==> src/rtl/uart_rx_fifo.sv <==
// 8N1 UART receiver (LSB first, idle high) feeding a small byte FIFO.
// Bytes leave on a valid/ready stream; framing errors and overruns are pulsed.
module uart_rx_fifo #(
   parameter int unsigned CLK_SAMPLES = 4,
   parameter int unsigned DEPTH       = 4
) (
   input  logic                     clk,
   input  logic                     rst,
   input  logic                     rx,
   output logic [7:0]               out_data,
   output logic                     out_valid,
   input  logic                     out_ready,
   output logic [$clog2(DEPTH):0]   fifo_count,
   output logic                     busy,
   output logic                     frame_err,
   output logic                     overrun
);
   localparam int unsigned PTR_W = $clog2(DEPTH);
   localparam int unsigned CW    = PTR_W + 1;
   localparam int unsigned CNT_W = $clog2(CLK_SAMPLES);
   localparam int unsigned HALF  = CLK_SAMPLES / 2 - 1;
   localparam int unsigned FULL  = CLK_SAMPLES - 1;

   if (CLK_SAMPLES < 4 || (CLK_SAMPLES % 2) != 0) begin : g_bad_samples
      $error("uart_rx_fifo: CLK_SAMPLES must be even and >= 4");
   end
   if (DEPTH < 2 || (DEPTH & (DEPTH - 1)) != 0) begin : g_bad_depth
      $error("uart_rx_fifo: DEPTH must be a power of 2 and >= 2");
   end

   typedef enum logic [2:0] {S_WAIT_IDLE, S_IDLE, S_START, S_DATA, S_STOP} state_e;

   state_e              state_q, state_d;
   logic                sync1_q, sync1_d, rx_s_q, rx_s_d, prev_rx_q, prev_rx_d;
   logic [1:0]          sync_vld_q, sync_vld_d;
   logic [CNT_W-1:0]    cnt_q, cnt_d;
   logic [2:0]          bit_idx_q, bit_idx_d;
   logic [7:0]          shreg_q, shreg_d;
   logic                push_q, push_d;
   logic [7:0]          mem_q [DEPTH];
   logic [7:0]          mem_d [DEPTH];
   logic [PTR_W-1:0]    wr_ptr_q, wr_ptr_d, rd_ptr_q, rd_ptr_d;
   logic [CW-1:0]       count_q, count_d;
   logic                valid_q, valid_d, busy_q, busy_d;
   logic                frame_err_q, frame_err_d, overrun_q, overrun_d;
   logic                pop, full, wr_en;

   // Receiver: synchronizer, start-edge detect and mid-bit sampling FSM.
   always_comb begin
      sync1_d     = rx;
      rx_s_d      = sync1_q;
      prev_rx_d   = rx_s_q;
      sync_vld_d  = {sync_vld_q[0], 1'b1};
      state_d     = state_q;
      cnt_d       = cnt_q;
      bit_idx_d   = bit_idx_q;
      shreg_d     = shreg_q;
      push_d      = 1'b0;
      frame_err_d = 1'b0;
      case (state_q)
         // The reset value of rx_s is not a real line sample, so wait until the
         // synchronizer has refilled before trusting a high level.
         S_WAIT_IDLE: begin
            if (sync_vld_q[1] && rx_s_q) state_d = S_IDLE;
         end
         S_IDLE: begin
            if (prev_rx_q && !rx_s_q) begin
               state_d = S_START;
               cnt_d   = CNT_W'(HALF);
            end
         end
         S_START: begin
            if (cnt_q != '0) begin
               cnt_d = cnt_q - CNT_W'(1);
            end else if (!rx_s_q) begin
               state_d   = S_DATA;
               bit_idx_d = 3'd0;
               cnt_d     = CNT_W'(FULL);
            end else begin
               state_d = S_IDLE;
            end
         end
         S_DATA: begin
            if (cnt_q != '0) begin
               cnt_d = cnt_q - CNT_W'(1);
            end else begin
               shreg_d[bit_idx_q] = rx_s_q;
               cnt_d              = CNT_W'(FULL);
               if (bit_idx_q == 3'd7) state_d = S_STOP;
               else                   bit_idx_d = bit_idx_q + 3'd1;
            end
         end
         S_STOP: begin
            if (cnt_q != '0) begin
               cnt_d = cnt_q - CNT_W'(1);
            end else if (rx_s_q) begin
               push_d  = 1'b1;
               state_d = S_IDLE;
            end else begin
               frame_err_d = 1'b1;
               state_d     = S_WAIT_IDLE;
            end
         end
         default: state_d = S_WAIT_IDLE;
      endcase
      busy_d = (state_d != S_IDLE) && (state_d != S_WAIT_IDLE);
   end

   // FIFO: a full FIFO still accepts a push when a pop happens in the same cycle.
   always_comb begin
      pop       = valid_q && out_ready;
      full      = (count_q == CW'(DEPTH));
      wr_en     = push_q && (!full || pop);
      overrun_d = push_q && full && !pop;
      mem_d     = mem_q;
      if (wr_en) mem_d[wr_ptr_q] = shreg_q;
      wr_ptr_d  = wr_en ? wr_ptr_q + PTR_W'(1) : wr_ptr_q;
      rd_ptr_d  = pop   ? rd_ptr_q + PTR_W'(1) : rd_ptr_q;
      count_d   = count_q;
      if (wr_en && !pop)      count_d = count_q + CW'(1);
      else if (!wr_en && pop) count_d = count_q - CW'(1);
      valid_d   = (count_d != '0);
   end

   always_ff @(posedge clk or posedge rst) begin
      if (rst) begin
         sync1_q     <= 1'b1;
         rx_s_q      <= 1'b1;
         prev_rx_q   <= 1'b1;
         sync_vld_q  <= 2'b00;
         state_q     <= S_WAIT_IDLE;
         cnt_q       <= '0;
         bit_idx_q   <= 3'd0;
         shreg_q     <= 8'h00;
         push_q      <= 1'b0;
         mem_q       <= '{default: 8'h00};
         wr_ptr_q    <= '0;
         rd_ptr_q    <= '0;
         count_q     <= '0;
         valid_q     <= 1'b0;
         busy_q      <= 1'b0;
         frame_err_q <= 1'b0;
         overrun_q   <= 1'b0;
      end else begin
         sync1_q     <= sync1_d;
         rx_s_q      <= rx_s_d;
         prev_rx_q   <= prev_rx_d;
         sync_vld_q  <= sync_vld_d;
         state_q     <= state_d;
         cnt_q       <= cnt_d;
         bit_idx_q   <= bit_idx_d;
         shreg_q     <= shreg_d;
         push_q      <= push_d;
         mem_q       <= mem_d;
         wr_ptr_q    <= wr_ptr_d;
         rd_ptr_q    <= rd_ptr_d;
         count_q     <= count_d;
         valid_q     <= valid_d;
         busy_q      <= busy_d;
         frame_err_q <= frame_err_d;
         overrun_q   <= overrun_d;
      end
   end

   assign out_data   = mem_q[rd_ptr_q];
   assign out_valid  = valid_q;
   assign fifo_count = count_q;
   assign busy       = busy_q;
   assign frame_err  = frame_err_q;
   assign overrun    = overrun_q;

endmodule

==> config.mk <==
export PLATFORM = sky130hd
export DESIGN_NAME = uart_rx_fifo
export DESIGN_NICKNAME = d
export VERILOG_FILES = /design/src/rtl/uart_rx_fifo.sv
export SDC_FILE = /design/constraint.sdc
export NUM_CORES = 1
export LEC_CHECK = 0
export CAP_MARGIN = 20
export CORE_ASPECT_RATIO = 1.25
export CORE_MARGIN = 1
export CORE_UTILIZATION = 50
export CTS_CLUSTER_DIAMETER = 100
export DETAILED_ROUTE_END_ITERATION = 7
export HOLD_SLACK_MARGIN = 0.05
export PLACE_DENSITY = 0.72
export SLEW_MARGIN = 20
export SYNTH_ARGS = -nofsm -noshare
export SYNTH_HDL_FRONTEND = slang
export SYNTH_SLANG_ARGS = --single-unit
export TNS_END_PERCENT = 30
==> constraint.sdc <==
create_clock -name clk -period 2.1 [get_ports clk]
set_input_delay 0.42 -clock clk [delete_from_list [all_inputs] [get_ports clk]]
set_output_delay 0.42 -clock clk [all_outputs]
set_load 0.01 [all_outputs]
==> metrics, run 1 <==
Via Count approximately 1800; Std-Cell Rows 31; Starting DRT DRC Count between 90 and 100; Critical Path AT 1.62 ns; main combinational cell family by area after synthesis multiplexers; crit path max fanout 7; gr ovfl total 0; Bufs on Longest Clock Path 2; CP Class flip-flop to primary output; worst vdd ir a little under 0.6 mV; Post-Synth Simple-Gate Area 10.2%; final WL 5.12 mm; Fillers 455; total power draw ~0.0037 W; sequential share of the synthesized area around 54%; share of layout cells above drive strength 1 between 30% and 40%; post-synth cell types 38; CTS Root Cell clkbuf_8; IO Port Bufs 18; FMAX 491 MHz; crit start category flip-flop; most frequent cells in the layout dfrtp_1, mux2_2, nand2_1; die width a little over 70 microns; skew final between 0.008 and 0.009 ns; final core utilization about three fifths; post-synthesis adder-cell area fraction between 4 and 5%; period utilization 96.9%; Placer Congestion approximately 0.75; Post-Synthesis Cells ~230; WHS 0.356 ns; syn_nets 240; syn avg cell area between 10 and 15 sq um; vias in the first global route about 1800; Routed Antenna Nets 0; DR WL/cell ~16 microns; Synth area leader dfrtp_1; mux contribution to synthesized area between 20 and 25%; crit path buf inv count 2; violated checks design-rule violations; multi-input logic area around 1300 sq um; Leakage around 1.7 nW; crit path cell chain buf_12 -> mux4_2 -> clkdlybuf4s15_1; H-tree depth 3; minimum clock period around 2 ns; Cell Area, Synth ~3000 sq um; Synth area leaders dfrtp_1, mux2_2, mux4_2; core area between 5000 and 6000 sq um; nets@finish 270; detailed placement HPWL between 3 and 4 mm; largest net degree at the start of global routing 36; post-synthesis register bit count 65; Die Span Y 88.5 microns; Post-route DRC 2; DR pass1 iterations 5; ANT cells 0; status finished, violations left; initial antenna violation count 0; total track usage between 10% and 20%; Final Setup Violations 0; Vias/cell ~5.5; most common cell after layout, fill and taps aside dfrtp_1; die area 6310 sq um; Pwr Density between 1000 and 1500 nW/um^2; HP Class flip-flop to flip-flop; xor/xnor cell area share of the yosys netlist around 1.8%; required time worst endpoint around 1.7 ns; slowest stage delay, CP roughly 0.50 ns; Final Slew Violations 0; # IOs 19; Fin. Hold Viols 0; CTS sink cnt 65; post-synth top area share 51.8%; cts hold-fix bufs 0; CTS tree built; RSZ-0062 raised after global routing no; Max Cap Violations 0; CP max stage cell mux4_2; Area growth, synth to finish 16.5%; setup TNS 0 ns; Worst-Skew Late Latency between 0.3 and 0.4 ns; Worst path top cell family by delay multiplexers; storage element area 1630 sq um; first-pass GRT wire length 8.69 mm; CTS Buf Count 9; Synth Area in Compound Gates ~4.3%; FF-to-FF setup slack 0.29 ns; clock transition at the registers of the reported paths ~0.07 ns; Initial Util 51.8%; crit end category primary output; Synth Warn # 0
-- through the flow --
| step | cells | setup slack, ns | area [sq um] |
|---|---|---|---|
| 4_1_cts | 327 | 0.00249 | 3500 |
| 3_3_place_gp | 310 | 0.0637 | 3310 |
| 3_5_place_dp | 310 | 0.0201 | 3310 |
| 5_1_grt | 327 | 0.00346 | 3490 |
| 2_1_floorplan | 226 | 0.0585 | 3000 |
| 6_report | 327 | 0.0643 | 3490 |
-- worst reg2reg max path: cells and delay by family, from the launching register on --
family / cells / cell delay, ns
simple gates: 3 / 0.58
flops: 1 / 0.41
compound gates: 1 / 0.35
fa+ha+maj: 1 / 0.25
buf+inv: 1 / 0.10
-- worst paths after layout --
| check | startpoint | cells after the start | to |
|---|---|---|---|
| hold / removal | rx_s_d$_DFF_PP1_ | 0 | prev_rx_d$_DFF_PP1_ |
| setup reg to reg | fifo_count[0]$_DFF_PP0_ | 6 | out_valid$_DFF_PP0_ |
| min in group asynchronous | rst | 2 | mem_q[29]$_DFFE_PP0P_ |
| hold reg to reg | rx_s_d$_DFF_PP1_ | 0 | prev_rx_d$_DFF_PP1_ |
| max in group asynchronous | rst | 3 | prev_rx_q$_DFF_PP1_ |
| setup / recovery | rd_ptr_q[0]$_DFFE_PP0P_ | 3 | out_data[6] |
-- synthesized netlist by cell type --
cell and n:
and3b_1 2, nand2_2 5, nand3_1 7, nor2b_1 2, and2_1 1, xor2_1 1, o221ai_1 1, nor3b_1 3
a21o_1 1, nand2b_1 1, nand4b_1 1, or3_1 2, dfrtp_1 62, conb_1 1, mux2i_1 3, nor2_1 6
clkbuf_1 3, inv_1 10, mux2_1 2, nor3_1 3, mux2_2 39, dfstp_2 3, buf_2 6, nand4_1 1
nand2_1 11, o21ai_0 9, mux4_2 8, a31oi_4 1, a21oi_1 4, o21bai_1 1, and3_1 2, a21boi_1 1
and2_4 1, nand3b_1 5, a221o_1 1, ha_1 10, xnor2_1 5, and2b_2 1
-- layer usage --
layer	up-vias	GRT usage (%)	routed length, microns
met4	0	10.4	102
met2	16	30.6	2500
li1	862	-	-
met5	-	0	0
met3	7	4.78	116
met1	902	22.9	2400
-- what timing repair did --
action                                  CTS  global route
resized for setup                        13             8
endpoints found under the setup margin    8             7
buffers inserted                          1             0
-- logic make-up (layout without fill, tap and decap cells) --
kind of cell	Yosys count	in the layout
fa+ha+maj	10	10
other cells	1	1
mux	52	52
buf+inv	19	54
compound gates	19	19
flops	65	65
xor+xnor	6	6
simple gates	54	54
-- sequential cells by signal, summed over array words and instances, names as in the netlist, 2 cells and up --
signal and cells:
wr_ptr_q 2, mem_q 32, state_q 3, fifo_count 3
cnt_q 2, bit_idx_q 3, sync_vld_q 2, rd_ptr_q 2
shreg_q 8
-- final cells by class --
type,count,area share (%)
clock buffer,12,4.16
multi-input combinational,142,36.9
inverter,10,1.08
sequential,65,46.8
clock inverter,4,1.29
timing repair buffer,28,7.46
tap,66,2.37
-- report_power, final --
group	switching [W]	total (W)	leakage, nW	internal (W)
sequential	0.000299	0.00174	0.854	0.00144
clock	0.000456	0.00103	0.100	0.000576
combinational	0.000421	0.000960	0.723	0.000539
Note: power is estimated with default switching activity, not from simulation.
==> run 2: changes to the inputs <==
- CTS_BUF_LIST: not set -> sky130_fd_sc_hd__clkbuf_8
==> metrics, run 2 (same netlist as run 1, synthesis figures left out) <==
multi-input logic area 1290 sq um; crit start category flip-flop; setup TNS 0 ns; HP Class flip-flop to flip-flop; FMAX a little under 500 MHz; CTS Root Cell clkbuf_8; IO Port Bufs 18; status finished, violations left; Placer Congestion ~0.75; Top reg by flops mem_q; RSZ-0062 raised after global routing no; die width 71.2 microns; minimum clock period about 2.0 ns; share of layout cells above drive strength 1 33.7%; Std-Cell Rows 31; Worst-Skew Late Latency 0.34 ns; final core utilization between 60% and 70%; Final Slew Violations 0; nets@finish 270; non-filler cells, final 327; worst hold stages 0; most common cell after layout, fill and taps aside dfrtp_1; Via Count around 1800; violated checks design-rule violations; Die Span Y between 80 and 90 microns; Leakage 1.69 nW; Final Setup Violations 0; crit path max fanout 7; DR pass1 iterations 5; CTS Buf Count 9; reg2reg path depth 6; max reg flops 32; vias in the first global route 1779; final WL roughly 5.1 mm; ANT cells 0; period utilization 97.0%; Post-route DRC 2; gr ovfl total 0; slowest stage delay, CP around 0.50 ns; crit end category primary output; Crit Reg-Reg Startpoint fifo_count[0]$_DFF_PP0_; core area a little under 6000 sq um; required time worst endpoint ~1.7 ns; worst vdd ir 0.585 mV; total track usage about a fifth; Vias/cell about 5.5; Placed Cells 310; cts hold-fix bufs 0; CTS sink cnt between 60 and 70; Pwr Density 1070 nW/um^2; # IOs 19; crit path buf inv count 2; Critical Path AT approximately 1.6 ns; Worst path top cell family by delay multiplexers; clock transition at the registers of the reported paths ~0.070 ns; Worst Setup SP rd_ptr_q[0]$_DFFE_PP0P_; Area growth, synth to finish 16.5%; total power draw around 0.0037 W; Critical Path Stages 3; Routed Antenna Nets 0; CP Class flip-flop to primary output; initial antenna violation count 0; largest net degree at the start of global routing 36; Bufs on Longest Clock Path 2; first-pass GRT wire length 8.69 mm; Initial Util between 50% and 60%; CP max stage cell mux4_2; storage element area around 1600 sq um; die area 6310 sq um; Fillers about 460; biggest regs mem_q: 32 flops, shreg_q: 8 flops; Hold Crit Start rx_s_d$_DFF_PP1_; Starting DRT DRC Count between 100 and 150; crit path cell chain buf_12 -> mux4_2 -> clkdlybuf4s15_1; skew final 0.00927 ns; detailed placement HPWL 3.55 mm; most frequent cells in the layout dfrtp_1, mux2_2, nand2_1, inv_1; DR WL/cell ~16 microns; H-tree depth 3; Max Cap Violations 0; CTS tree built; Fin. Hold Viols 0
## run 2: changes by cell type in the layout (fill, tap and decap cells not counted), sizes merged
| cell | change |
|---|---|
| clkbuf | -2 |
| inv | +2 |
## run 2: worst register-to-register path: cells and delay by family (launching register included)
| family | cells | cell delay (ns) |
|---|---|---|
| buffers and inverters | 1 | 0.10 |
| AOI/OAI and AO/OA | 1 | 0.35 |
| and+or+nand+nor | 3 | 0.58 |
| DFF | 1 | 0.41 |
| adders and majority gates | 1 | 0.25 |
## run 2: path summary, 6_finish.rpt
check	to	slack [ns]
worst max-delay path	out_data[6]	0.06
worst min-delay path	prev_rx_d$_DFF_PP1_	0.36
min in group asynchronous	mem_q[29]$_DFFE_PP0P_	0.39
max in group asynchronous	prev_rx_q$_DFF_PP1_	1.09
worst min register to register	prev_rx_d$_DFF_PP1_	0.36
worst max register to register	out_valid$_DFF_PP0_	0.29
## run 2: power by group
| group | internal, W | switching (W) | total (W) |
|---|---|---|---|
| clock | 0.000566 | 0.000457 | 0.00102 |
| sequential | 0.00144 | 0.000299 | 0.00174 |
| combinational | 0.000539 | 0.000421 | 0.000961 |
| total | 0.00254 | 0.00118 | 0.00372 |
## run 2: cell type report
cell class,count,share of cell area (%)
Tap cell,66,2.37
Multi-Input combinational cell,142,36.9
Clock buffer,10,3.95
Sequential cell,65,46.8
Clock inverter,6,1.51
Inverter,10,1.08
Timing Repair Buffer,28,7.46
## run 2: repair_timing
item	CTS	global route
setup endpoints to repair	8	7
gates cloned	0	0
gates resized for setup	13	8
buffers inserted	1	0
## run 2: per-layer routing
layer	track usage, %	part of all wire (%)	routed length (microns)	vias up
met5	0	0	0	-
met4	10.4	2.0	102	0
met3	4.78	2.3	116	7
met2	30.6	49	2500	16
met1	22.9	47	2380	899
li1	-	-	-	862
## run 2: stage by stage
step / setup WS [ns] / hold slack, ns / cell area [sq um]
after floorplan: 0.0585 / 0.331 / 3000
after CTS: 0.00249 / 0.358 / 3500
after global placement: 0.0637 / 0.334 / 3310
final: 0.0637 / 0.356 / 3490
after detailed placement: 0.0201 / 0.348 / 3310
after global routing: 0.00346 / 0.360 / 3490
==> run 3: changes to the inputs <==
- PLACE_DENSITY: 0.72 -> 0.77
- clock period: 2.1 -> 1.9 ns (I/O delays scaled with it)
==> metrics, run 3 (same netlist as run 1, synthesis figures left out) <==
post-route setup slack -0.0291 ns; Bufs on Longest Clock Path 2; status finished, violations left; DR pass1 iterations 6; Placer Congestion roughly 0.73; vias in the first global route ~1800; Post-DP Area roughly 3300 sq um; nets@finish about 280; first-pass GRT wire length about 8.4 mm; Std-Cell Rows 31; ANT cells 0; die area 6310 sq um; Leakage 1.71 nW; CTS sink cnt 65; period utilization 102%; CTS Buf Count 9; Worst-Skew Late Latency 0.34 ns; Via Count 1803; crit path max fanout 5; Max Cap Violations 0; final core utilization between 60% and 70%; Starting DRT DRC Count 75; Critical Path AT approximately 1.6 ns; detailed placement HPWL 3.40 mm; non-filler cells, final 332; clock transition at the registers of the reported paths 0.07 ns; max reg flops 32; crit end category primary output; Final Setup Violations 8; final WL between 4 and 5 mm; die width slightly above 70 microns; required time worst endpoint 1.52 ns; Routed Antenna Nets 0; H-tree depth 3; initial antenna violation count 0; Pwr Density 1180 nW/um^2; CTS tree built; largest net degree at the start of global routing 44; violated checks design-rule violations, negative setup slack; Top reg by flops mem_q; Fin. Hold Viols 0; Area growth, synth to finish 19.0%; total track usage 17.9%; DR WL/cell 14.9 microns; Vias/cell 5.43; RSZ-0062 raised after global routing yes; gr ovfl total 0; Placed Cells 314; minimum clock period between 1.5 and 2 ns; IO Port Bufs 18; Initial Util 51.8%; Die Span Y just under 90 microns; worst hold stages 0; CP Class flip-flop to primary output; reg2reg path depth 6; HP Class flip-flop to flip-flop; worst vdd ir roughly 0.64 mV; most common cell after layout, fill and taps aside dfrtp_1; CTS Root Cell clkbuf_8; Fillers approximately 460; post-route design area 3560 sq um; FMAX ~520 MHz; share of layout cells above drive strength 1 37.2%; multi-input logic area 1290 sq um; Final Slew Violations 0; cts hold-fix bufs 0; crit start category flip-flop; storage element area 1630 sq um; worst slack at placement -0.147 ns; biggest regs mem_q: 32 flops, shreg_q: 8 flops; core area about 5800 sq um; Post-route DRC 1; most frequent cells in the layout dfrtp_1, mux2_2, buf_4; skew final between 0.007 and 0.008 ns; # IOs 19
-- run 3: cell count changes in the layout (fill, tap and decap cells not counted), sizes merged --
cell           previous run  this run
buf                      10        22
clkbuf                   14        10
clkdlybuf4s15             4         0
clkinvlp                  0         2
inv                      12        11
-- run 3: final cells by class --
| type | instances | area share, % |
|---|---|---|
| flip-flops and latches | 65 | 45.8 |
| multi-input cells | 142 | 36.1 |
| repair buffers | 33 | 8.99 |
| clock buffers | 9 | 3.48 |
| well taps | 66 | 2.32 |
| clock inverters | 7 | 2.18 |
| inverters | 10 | 1.16 |
-- run 3: layer usage --
layer  up-vias  global-route usage [%]  routed length, microns
met1       904                    22.1                    2210
met5         -                       0                       0
met2        24                    29.8                    2530
met4         0                    7.09                      71
li1        869                       -                       -
met3         6                    5.13                     121
-- run 3: critical path, stage by stage, from the launching register on --
cell and delay, ns:
dfrtp_2 0.42, buf_12 0.14, mux4_2 0.52, buf_6 0.14
-- run 3: per-stage QoR --
stage | power, W | TNS [ns] | hold WS [ns]
after detailed placement | 0.00303 | -3.60 | 0.339
after CTS | 0.00430 | -0.534 | 0.353
final | 0.00422 | -0.122 | 0.353
after global placement | 0.00299 | -2.31 | 0.335
after floorplan | 0.00262 | 0 | 0.331
after global routing | 0.00451 | -0.501 | 0.364
-- run 3: final timing paths --
check | start | end | slack, ns
setup / recovery | rd_ptr_q[0]$_DFFE_PP0P_ | out_data[6] | -0.03
hold / removal | sync_vld_q[0]$_DFF_PP0_ | sync_vld_q[1]$_DFF_PP0_ | 0.35
setup reg to reg | fifo_count[0]$_DFF_PP0_ | out_valid$_DFF_PP0_ | 0.12
hold reg to reg | sync_vld_q[0]$_DFF_PP0_ | sync_vld_q[1]$_DFF_PP0_ | 0.35
max in group asynchronous | rst | prev_rx_q$_DFF_PP1_ | 1.03
min in group asynchronous | rst | busy$_DFF_PP0_ | 0.36
-- run 3: repair_timing --
action / in CTS / in global routing
resized for setup: 37 / 2
buffers inserted: 1 / 0
endpoints found under the setup margin: 8 / 8
hold endpoints to repair: 0 / 0
gates cloned: 1 / 0
-- run 3: report_power, final --
group | switching [W] | leakage (nW) | internal, W
Sequential | 0.000321 | 0.854 | 0.00159
Combinational | 0.000480 | 0.761 | 0.000665
Clock | 0.000547 | 0.100 | 0.000616
Total | 0.00135 | 1.71 | 0.00287
